### src/rtl/instr_dispatcher_pkg.sv
// Shared types and constants for the instruction dispatcher: opcode decode, instruction layout, FSM states.
// Decode helpers map an opcode onto the execution unit that consumes it.
package instr_dispatcher_pkg;

  localparam int INSTR_WIDTH       = 80;
  localparam int NUM_UNITS         = 3;

  localparam int OP_CODE_LSB       = 0;
  localparam int CALC_LENGTH_LSB   = 8;
  localparam int ACC_ADDR_LSB      = 40;
  localparam int BUFFER_ADDR_LSB   = 56;

  typedef struct packed {
    logic [INSTR_WIDTH-BUFFER_ADDR_LSB-1:0]    buffer_addr;
    logic [BUFFER_ADDR_LSB-ACC_ADDR_LSB-1:0]   acc_addr;
    logic [ACC_ADDR_LSB-CALC_LENGTH_LSB-1:0]   calc_length;
    logic [CALC_LENGTH_LSB-OP_CODE_LSB-1:0]    op_code;
  } instr_type;

  localparam logic [7:0] OP_NOP         = 8'h00;
  localparam logic [7:0] OP_HALT        = 8'h01;
  localparam logic [7:0] OP_SYNC        = 8'hFF;
  localparam logic [7:0] WEIGHT_MASK    = 8'hF8;
  localparam logic [7:0] WEIGHT_MATCH   = 8'h08;
  localparam logic [7:0] MATMUL_MASK    = 8'hE0;
  localparam logic [7:0] MATMUL_MATCH   = 8'h20;
  localparam logic [7:0] ACTIVATE_MASK  = 8'h80;
  localparam logic [7:0] ACTIVATE_MATCH = 8'h80;

  typedef enum logic [1:0] {
    ST_FETCH,
    ST_ISSUE,
    ST_WAIT_SYNC,
    ST_HALTED
  } dispatch_state_type;

  typedef enum logic [1:0] {
    UNIT_NONE,
    UNIT_WEIGHT,
    UNIT_MATMUL,
    UNIT_ACTIVATE
  } unit_sel_type;

  // SYNC shares the ACTIVATE prefix, so it is excluded explicitly.
  function automatic unit_sel_type decode_unit(input logic [7:0] op);
    unit_sel_type sel;
    sel = UNIT_NONE;
    if ((op & WEIGHT_MASK) == WEIGHT_MATCH)
      sel = UNIT_WEIGHT;
    else if ((op & MATMUL_MASK) == MATMUL_MATCH)
      sel = UNIT_MATMUL;
    else if (((op & ACTIVATE_MASK) == ACTIVATE_MATCH) && (op != OP_SYNC))
      sel = UNIT_ACTIVATE;
    return sel;
  endfunction

endpackage

### src/rtl/instr_dispatcher_if.sv
// Bundle of FIFO-side and unit-side signals around the instruction dispatcher.
// master is the dispatcher's view; slave is the view of the FIFO, units and host control.
interface instr_dispatcher_if;
  import instr_dispatcher_pkg::*;

  instr_type fifo_data;
  logic      fifo_empty;
  logic      fifo_next_en;

  instr_type weight_instr;
  instr_type matmul_instr;
  instr_type activate_instr;
  logic      weight_en;
  logic      matmul_en;
  logic      activate_en;
  logic      weight_busy;
  logic      matmul_busy;
  logic      activate_busy;

  logic      synchronize;
  logic      halted;
  logic      resume;
  logic      illegal_op;

  modport master (
    input  fifo_data, fifo_empty,
    input  weight_busy, matmul_busy, activate_busy,
    input  resume,
    output fifo_next_en,
    output weight_instr, matmul_instr, activate_instr,
    output weight_en, matmul_en, activate_en,
    output synchronize, halted, illegal_op
  );

  modport slave (
    output fifo_data, fifo_empty,
    output weight_busy, matmul_busy, activate_busy,
    output resume,
    input  fifo_next_en,
    input  weight_instr, matmul_instr, activate_instr,
    input  weight_en, matmul_en, activate_en,
    input  synchronize, halted, illegal_op
  );
endinterface

### src/rtl/instr_dispatcher_unit_holdoff.sv
// Per-unit holdoff: masks a unit as busy for HOLDOFF_CYCLES after an issue,
// covering the gap before the unit raises its own busy.
module unit_holdoff #(
  parameter int HOLDOFF_CYCLES = 1
) (
  input  logic clk,
  input  logic rst,
  input  logic busy,
  input  logic load,
  output logic free
);

  localparam int CNT_WIDTH = (HOLDOFF_CYCLES > 0) ? $clog2(HOLDOFF_CYCLES + 1) : 1;

  logic [CNT_WIDTH-1:0] cnt_reg;

  always_ff @(posedge clk or negedge rst) begin
    if (!rst)
      cnt_reg <= '0;
    else if (load)
      cnt_reg <= CNT_WIDTH'(HOLDOFF_CYCLES);
    else if (cnt_reg != '0)
      cnt_reg <= cnt_reg - CNT_WIDTH'(1);
  end

  // A busy that rises in the same cycle as the check already blocks the issue.
  assign free = !busy && (cnt_reg == '0);

endmodule

### src/rtl/instr_dispatcher.sv
// Instruction dispatcher: pops the instruction FIFO, issues to weight/matmul/activate units in order,
// executes NOP/HALT/SYNC locally. Define INSTR_DISPATCHER_PERF_EN to add perf_issued/perf_stall counters.
module instr_dispatcher
  import instr_dispatcher_pkg::*;
#(
  parameter int HOLDOFF_CYCLES = 1,
  parameter int PERF_CNT_WIDTH = 32
) (
  input  logic                      clk,
  input  logic                      rst,
  instr_dispatcher_if.master        bus
`ifdef INSTR_DISPATCHER_PERF_EN
  ,
  output logic [PERF_CNT_WIDTH-1:0] perf_issued,
  output logic [PERF_CNT_WIDTH-1:0] perf_stall
`endif
);

  dispatch_state_type   state_reg;
  dispatch_state_type   state_next;
  instr_type            hold_reg;
  unit_sel_type         unit_sel;
  logic                 synchronize_reg;
  logic                 illegal_op_reg;

  logic                 pop;
  logic                 sync_done;
  logic                 set_illegal;
  logic [NUM_UNITS-1:0] busy_vec;
  logic [NUM_UNITS-1:0] free_vec;
  logic [NUM_UNITS-1:0] target_vec;
  logic [NUM_UNITS-1:0] issue_vec;
  logic [NUM_UNITS-1:0] en_vec;
  instr_type            instr_vec [NUM_UNITS];

  // Unit index order: 0 weight, 1 matmul, 2 activate.
  assign busy_vec = {bus.activate_busy, bus.matmul_busy, bus.weight_busy};
  assign unit_sel = decode_unit(hold_reg.op_code);

  always_comb begin
    target_vec = '0;
    case (unit_sel)
      UNIT_WEIGHT:   target_vec = 3'b001;
      UNIT_MATMUL:   target_vec = 3'b010;
      UNIT_ACTIVATE: target_vec = 3'b100;
      default:       target_vec = '0;
    endcase
  end

  genvar gi;
  generate
    for (gi = 0; gi < NUM_UNITS; gi++) begin : g_unit
      logic      en_reg;
      instr_type instr_reg;

      unit_holdoff #(
        .HOLDOFF_CYCLES(HOLDOFF_CYCLES)
      ) u_holdoff (
        .clk  (clk),
        .rst  (rst),
        .busy (busy_vec[gi]),
        .load (issue_vec[gi]),
        .free (free_vec[gi])
      );

      always_ff @(posedge clk or negedge rst) begin
        if (!rst) begin
          en_reg    <= 1'b0;
          instr_reg <= '0;
        end else begin
          en_reg <= issue_vec[gi];
          if (issue_vec[gi])
            instr_reg <= hold_reg;
        end
      end

      assign en_vec[gi]    = en_reg;
      assign instr_vec[gi] = instr_reg;
    end
  endgenerate

  always_ff @(posedge clk or negedge rst) begin
    if (!rst) begin
      state_reg       <= ST_FETCH;
      hold_reg        <= '0;
      synchronize_reg <= 1'b0;
      illegal_op_reg  <= 1'b0;
    end else begin
      state_reg       <= state_next;
      synchronize_reg <= sync_done;
      if (pop)
        hold_reg <= bus.fifo_data;
      if (set_illegal)
        illegal_op_reg <= 1'b1;
    end
  end

  always_comb begin
    state_next  = state_reg;
    pop         = 1'b0;
    issue_vec   = '0;
    sync_done   = 1'b0;
    set_illegal = 1'b0;
    unique case (state_reg)
      ST_FETCH: begin
        // Popping is suppressed while reset is held so no instruction is lost.
        if (rst && !bus.fifo_empty) begin
          pop        = 1'b1;
          state_next = ST_ISSUE;
        end
      end
      ST_ISSUE: begin
        if (target_vec != '0) begin
          if ((target_vec & free_vec) != '0) begin
            issue_vec  = target_vec;
            state_next = ST_FETCH;
          end
        end else if (hold_reg.op_code == OP_SYNC) begin
          state_next = ST_WAIT_SYNC;
        end else if (hold_reg.op_code == OP_HALT) begin
          state_next = ST_HALTED;
        end else begin
          set_illegal = (hold_reg.op_code != OP_NOP);
          state_next  = ST_FETCH;
        end
      end
      ST_WAIT_SYNC: begin
        if (&free_vec) begin
          sync_done  = 1'b1;
          state_next = ST_FETCH;
        end
      end
      ST_HALTED: begin
        if (bus.resume)
          state_next = ST_FETCH;
      end
      default: state_next = ST_FETCH;
    endcase
  end

  assign bus.fifo_next_en   = pop;
  assign bus.weight_en      = en_vec[0];
  assign bus.matmul_en      = en_vec[1];
  assign bus.activate_en    = en_vec[2];
  assign bus.weight_instr   = instr_vec[0];
  assign bus.matmul_instr   = instr_vec[1];
  assign bus.activate_instr = instr_vec[2];
  assign bus.synchronize    = synchronize_reg;
  assign bus.halted         = (state_reg == ST_HALTED);
  assign bus.illegal_op     = illegal_op_reg;

`ifdef INSTR_DISPATCHER_PERF_EN
  logic                      stall;
  logic [PERF_CNT_WIDTH-1:0] perf_issued_reg;
  logic [PERF_CNT_WIDTH-1:0] perf_stall_reg;

  assign stall = ((state_reg == ST_ISSUE) && (target_vec != '0) && ((target_vec & free_vec) == '0)) ||
                 ((state_reg == ST_WAIT_SYNC) && !(&free_vec));

  always_ff @(posedge clk or negedge rst) begin
    if (!rst) begin
      perf_issued_reg <= '0;
      perf_stall_reg  <= '0;
    end else begin
      if (|en_vec)
        perf_issued_reg <= perf_issued_reg + PERF_CNT_WIDTH'(1);
      if (stall)
        perf_stall_reg <= perf_stall_reg + PERF_CNT_WIDTH'(1);
    end
  end

  assign perf_issued = perf_issued_reg;
  assign perf_stall  = perf_stall_reg;
`endif

endmodule

### src/flat_wrapper.sv
// flat-port wrapper written by rule: the top's interface ports become plain ports
module instr_dispatcher_flat import instr_dispatcher_pkg::*;
#(
  parameter int HOLDOFF_CYCLES = 1,
  parameter int PERF_CNT_WIDTH = 32
)
  (clk, rst, bus_fifo_data, bus_fifo_empty, bus_weight_busy, bus_matmul_busy, bus_activate_busy, bus_resume, bus_fifo_next_en, bus_weight_instr, bus_matmul_instr, bus_activate_instr, bus_weight_en, bus_matmul_en, bus_activate_en, bus_synchronize, bus_halted, bus_illegal_op);
  instr_dispatcher_if bus_i ();
  input  logic clk;
  input  logic rst;
  input wire logic [$bits(bus_i.fifo_data)-1:0] bus_fifo_data;
  input wire logic [$bits(bus_i.fifo_empty)-1:0] bus_fifo_empty;
  input wire logic [$bits(bus_i.weight_busy)-1:0] bus_weight_busy;
  input wire logic [$bits(bus_i.matmul_busy)-1:0] bus_matmul_busy;
  input wire logic [$bits(bus_i.activate_busy)-1:0] bus_activate_busy;
  input wire logic [$bits(bus_i.resume)-1:0] bus_resume;
  output wire logic [$bits(bus_i.fifo_next_en)-1:0] bus_fifo_next_en;
  output wire logic [$bits(bus_i.weight_instr)-1:0] bus_weight_instr;
  output wire logic [$bits(bus_i.matmul_instr)-1:0] bus_matmul_instr;
  output wire logic [$bits(bus_i.activate_instr)-1:0] bus_activate_instr;
  output wire logic [$bits(bus_i.weight_en)-1:0] bus_weight_en;
  output wire logic [$bits(bus_i.matmul_en)-1:0] bus_matmul_en;
  output wire logic [$bits(bus_i.activate_en)-1:0] bus_activate_en;
  output wire logic [$bits(bus_i.synchronize)-1:0] bus_synchronize;
  output wire logic [$bits(bus_i.halted)-1:0] bus_halted;
  output wire logic [$bits(bus_i.illegal_op)-1:0] bus_illegal_op;
  assign bus_i.fifo_data = bus_fifo_data;
  assign bus_i.fifo_empty = bus_fifo_empty;
  assign bus_i.weight_busy = bus_weight_busy;
  assign bus_i.matmul_busy = bus_matmul_busy;
  assign bus_i.activate_busy = bus_activate_busy;
  assign bus_i.resume = bus_resume;
  assign bus_fifo_next_en = bus_i.fifo_next_en;
  assign bus_weight_instr = bus_i.weight_instr;
  assign bus_matmul_instr = bus_i.matmul_instr;
  assign bus_activate_instr = bus_i.activate_instr;
  assign bus_weight_en = bus_i.weight_en;
  assign bus_matmul_en = bus_i.matmul_en;
  assign bus_activate_en = bus_i.activate_en;
  assign bus_synchronize = bus_i.synchronize;
  assign bus_halted = bus_i.halted;
  assign bus_illegal_op = bus_i.illegal_op;
  instr_dispatcher #(.HOLDOFF_CYCLES(HOLDOFF_CYCLES), .PERF_CNT_WIDTH(PERF_CNT_WIDTH)) u_core (.clk(clk), .rst(rst), .bus(bus_i));
endmodule
### config.mk
export PLATFORM = sky130hd
export DESIGN_NAME = instr_dispatcher_flat
export DESIGN_NICKNAME = d
export VERILOG_FILES = /design/src/rtl/instr_dispatcher_pkg.sv /design/src/rtl/instr_dispatcher_if.sv /design/src/rtl/instr_dispatcher_unit_holdoff.sv /design/src/rtl/instr_dispatcher.sv /design/src/flat_wrapper.sv
export SDC_FILE = /design/constraint.sdc
export NUM_CORES = 1
export LEC_CHECK = 0
export CORE_MARGIN = 1
export CORE_UTILIZATION = 48
export DETAILED_ROUTE_END_ITERATION = 16
export HOLD_SLACK_MARGIN = 0.12
export MAX_ROUTING_LAYER = met4
export PLACE_DENSITY = 0.8
export SLEW_MARGIN = 20
export SYNTH_ARGS = -nofsm -noshare
export SYNTH_HDL_FRONTEND = slang
export SYNTH_SLANG_ARGS = --single-unit
### constraint.sdc
create_clock -name clk -period 3 [get_ports clk]
set_input_delay 0.75 -clock clk [delete_from_list [all_inputs] [get_ports clk]]
set_output_delay 0.75 -clock clk [all_outputs]
set_load 0.05 [all_outputs]
Word-level counts from Yosys, hierarchy flattened:

Index checks and enable logic that the tools add are counted.

* input bits: 87
* register bits: 330
* output and inout bits: 247
* word-level logic and storage cells: 91

* multiplexer cells: 29
* reductions and logical operators: 15
* equality and inequality tests: 15
* bitwise operators: 4
* add/sub/neg operators: 3

Operators by type and width (count)
* $mux W2: 10
* $mux W1: 14
* $mux W3: 3
* $pmux W3 S3: 1
* $eq A2 B2 Y1 const B: 4
* $eq A8 B1 Y1 const B: 1
* $eq A8 B8 Y1 const B: 1
* $ne A8 B8 Y1 const B: 1
* $pmux W2 S4: 1
* $reduce_bool A8 Y1: 1
* $reduce_bool A3 Y1: 2
* $eq A5 B1 Y1 const B: 1
* $logic_and A1 B1 Y1: 5
* $eq A2 B1 Y1 const B: 2
* $logic_not A1 Y1: 4
* $ne A2 B1 Y1 const B: 2
* $reduce_and A4 Y1: 1
* $and A3 B3 Y3: 1
* $eq A3 B1 Y1 const B: 1
* $ne A3 B3 Y1 const B: 1
* $not A1 Y1: 3
* $reduce_and A3 Y1: 1
* $sub A1 B1 Y1 const B: 3
* $logic_not A2 Y1: 1
* $ne A2 B2 Y1 const B: 1

Longest topological paths before layout:

* depth in word-level cells: 13
* gate-level depth with buffers: 6
* gate-level depth less buffers: 4

Cells and area by module:

A second synthesis with hierarchy kept.

* cells, all modules: 727
* area, all modules: 12224.2 um^2

By module, submodules not included
* instr_dispatcher: area an instance 12137.9 um^2, cells each 721, instances 1, seq. area each 8182.8 um^2
* unit_holdoff: area an instance 28.8 um^2, cells each 2, instances 3, seq. area each 25.0 um^2

Least setup slack after synthesis:

No wires, ideal clock.

* path type: input to output
* start point: in bus_fifo_empty
* end point: out bus_fifo_next_en
* cell stages on the path: 3
* data required time: 2250 ps
* slack: 234 ps
* arrival time: 2016 ps
* buffers on the path: 2
* cells stage by stage: nor4b_1 -> clkbuf_1 -> clkbuf_1

* word-level cells in the longest chain between the ends: 4

Ends and longest elaborated chain
* start, declared: line flat_wrapper.sv:12 `input wire logic [$bits(bus_i.fifo_empty)-1:0] bus_fifo_empty;`
* $logic_not A1 Y1: line instr_dispatcher.sv:107 `if (rst && !bus.fifo_empty) begin`
* $logic_and A1 B1 Y1: line instr_dispatcher.sv:107
* $mux W1: line instr_dispatcher.sv:107
* $mux W1: line instr_dispatcher.sv:104 `unique case (state_reg)`
* end, declared: line flat_wrapper.sv:17 `output wire logic [$bits(bus_i.fifo_next_en)-1:0] bus_fifo_next_en;`

No other way between the ends.

Worst setup path after layout:

* start point: reg u_core.state_reg[0]
* end point: out bus_halted

* word-level cells in the longest chain between the ends: 1

Ends and longest elaborated chain
* start, declared: line instr_dispatcher.sv:19 `dispatch_state_type state_reg;`
* start signal, assigned: line instr_dispatcher.sv:89 `state_reg <= state_next;`
* $eq A2 B2 Y1: line instr_dispatcher.sv:149 `assign bus.halted = (state_reg == ST_HALTED);`
* end, declared: line flat_wrapper.sv:25 `output wire logic [$bits(bus_i.halted)-1:0] bus_halted;`

No other way between the ends.

==> results_dict.tcl <==
set metrics [dict create \
    yosysTopAreaCell "dfrtp_1" \
    die_h_um 162.2 \
    drc 0 \
    final_area_sq_mm 0.01716 \
    final_nets 1164 \
    clk_latency_ns 0.50 \
    post-cts-setup-buffer-count 0 \
    synth_top_cells_by_area "dfrtp_1, mux2_2, buf_6, mux2_1, buf_2" \
    ys_async_sr_fraction 1.000 \
    synth_seq_cells 327 \
    netlist.area_leader.share 0.6640 \
    core_area_sq_mm 0.02518 \
    clock_sinks 327 \
    hpwl_mm 18.76 \
    synthTopCellsByCount "dfrtp_1, mux2_2, buf_6, buf_2, mux2_1" \
    finalPower_mw 21.10 \
    final_hold_viol_count 0 \
    clock_path_buffers 3 \
    viasPerCell 5.146 \
    drt_pass1_iterations 4 \
    grt_max_degree 154 \
    outcome "completed" \
    area_growth_pct 39.23 \
    p_leak_nw 7.701 \
    htree_num_levels 2 \
    cp.required_ns 2.25 \
    finalCritPeriodShare 0.9150 \
    row_count 58 \
    antennaDiodeCount 0 \
    antenna_found_initial 0 \
    slew_viol_final 0 \
    ys_warn_count 0 \
    synth.distinct_cells 35 \
    setup_violations 0 \
    synth-seq-area-share 0.6640 \
    globalplace.congestion 0.7816 \
    post_cts_resized 0 \
    slew_headroom 0.4563 \
    cts_buffers 34 \
    fin_skew_ns 0.009508 \
    peakVddDrop_v 0.0008062 \
    synth_fp_nets 811 \
    rsz0062_at_grt "no" \
    min_period_ns 2.745 \
    power_density_mw_per_mm2 1230 \
    maxCapViolCount 0 \
    track_usage 0.2260 \
    dp_cells 1371 \
    instances_no_fill 1427 \
    critPathLaunchType "flop" \
    tns_ns 0 \
    die-width_um 162.2 \
    drtIter0Drc 415 \
    io_buffers 333 \
    critPathArrivalTime_ns 1.99 \
    die-area_sq_mm 0.02632 \
    critPathKind "flop to output pin" \
    grt_pass1_wl_mm 44.53 \
    tightest_slew_ns 0.8156 \
    placed_area_sq_mm 0.01611 \
    ios 334 \
    syn-cell-area_sq_mm 0.01232 \
    synth_most_common_cell "dfrtp_1" \
    drive_gt1_frac 0.3437 \
    syn_area_per_cell_sq_um 17.02 \
    cts_tree "built" \
    path_max_fanout 8 \
    hold_buffers 0 \
    endpoint_kind "output pin" \
    routed_wl_mm 28.17 \
    num_vias 7343 \
    synth-edff-count 0 \
    netlist_instances 724 \
    gr-total-overflow 0 \
    clk_pin_slew_worst_paths_ns 0.06 \
    synth_top_flop_cell "dfrtp_1" \
    timing.rr.end "u_core.bus.matmul_instr[45]" \
    fmax_mhz 364.3 \
    rr_startpoint "u_core.state_reg[1]" \
    reg2reg_depth 5 \
    antenna_left 0 \
    grt_pass1_vias 7881 \
    start_util 0.4894 \
    r2r_setup_slack_ns 0.68 \
    routedWlPerCell_um 19.74 \
    cts-root-buf "clkbuf_16" \
    hold_path.class "input pin to asynchronous set/reset pin" \
]
==> worst max path at each step <==
stage                        start                     endpoint  slack, ns
3_3_place_gp     bus_activate_busy  u_core.bus.weight_instr[68]       0.07
3_5_place_dp     bus_activate_busy  u_core.bus.weight_instr[59]       0.06
6_report       u_core.state_reg[0]                   bus_halted       0.26
5_1_grt        u_core.state_reg[0]                   bus_halted       0.19
2_1_floorplan       bus_fifo_empty             bus_fifo_next_en       0.23
4_1_cts        u_core.state_reg[0]                   bus_halted       0.23
==> placed cells by master (no fill, tap or decap), types with 3 or more instances in the layout <==
cell type        netlist  final
a21oi_1                3      3
buf_12                 0     12
buf_4                  0      7
clkbuf_1               3      8
clkbuf_16              0     37
clkbuf_8               0      4
clkdlybuf4s50_1        0    331
clkinv_2               0      5
dfrtp_1              327    327
mux2_1                12     12
mux2_2               298    298
nand3_1                4      4
nor2_1                 7      7
nor2b_1                6      6
or2_2                  3      3
==> per-stage QoR <==
stage,utilization,setup WS [ns],hold slack [ns]
3_3_place_gp,0.6396,0.07339,0.4514
2_1_floorplan,-,0.2339,0.4544
6_report,0.6814,0.2551,0.4367
3_5_place_dp,0.6396,0.06089,0.4601
4_1_cts,0.6814,0.2344,0.4366
5_1_grt,0.6814,0.1896,0.4920
==> logic make-up (layout without fill, tap and decap cells) <==
family          Yosys count  count (layout)  synth area share
buf+inv                  36             409           0.02223
flops                   327             327            0.6640
simple gates             36              36           0.01878
compound gates           15              15           0.01178
mux                     310             310            0.2832
==> layer usage <==
| metal | share of wire | vias to the layer above | wire (um) | track usage |
|---|---|---|---|---|
| li1 | - | 3286 | - | - |
| met1 | 0.42 | 3774 | 11750 | 0.2820 |
| met2 | 0.48 | 235 | 13570 | 0.3563 |
| met3 | 0.078 | 48 | 2190 | 0.06895 |
| met4 | 0.024 | 0 | 663 | 0.06346 |
| met5 | 0 | - | 0 | - |
==> cell type report <==
type / instances / area, sq um
Fill cell: 1708 / 8023
Sequential cell: 327 / 8183
Tap cell: 330 / 412.9
Clock buffer: 49 / 1011
Multi-Input combinational cell: 361 / 3882
Clock inverter: 7 / 41.29
Inverter: 2 / 7.507
Timing Repair Buffer: 351 / 3621
==> critical path: stages (launching register included) <==
cell	delay, ns
dfrtp_1	0.49
and2_1	0.17
clkdlybuf4s50_1	0.84
==> where the power goes <==
part | switching [mW] | internal (mW)
Clock | 1.63 | 2.33
Sequential | 1.31 | 6.22
Combinational | 5.94 | 3.67
No activity file was read; power rests on OpenSTA's default activity.
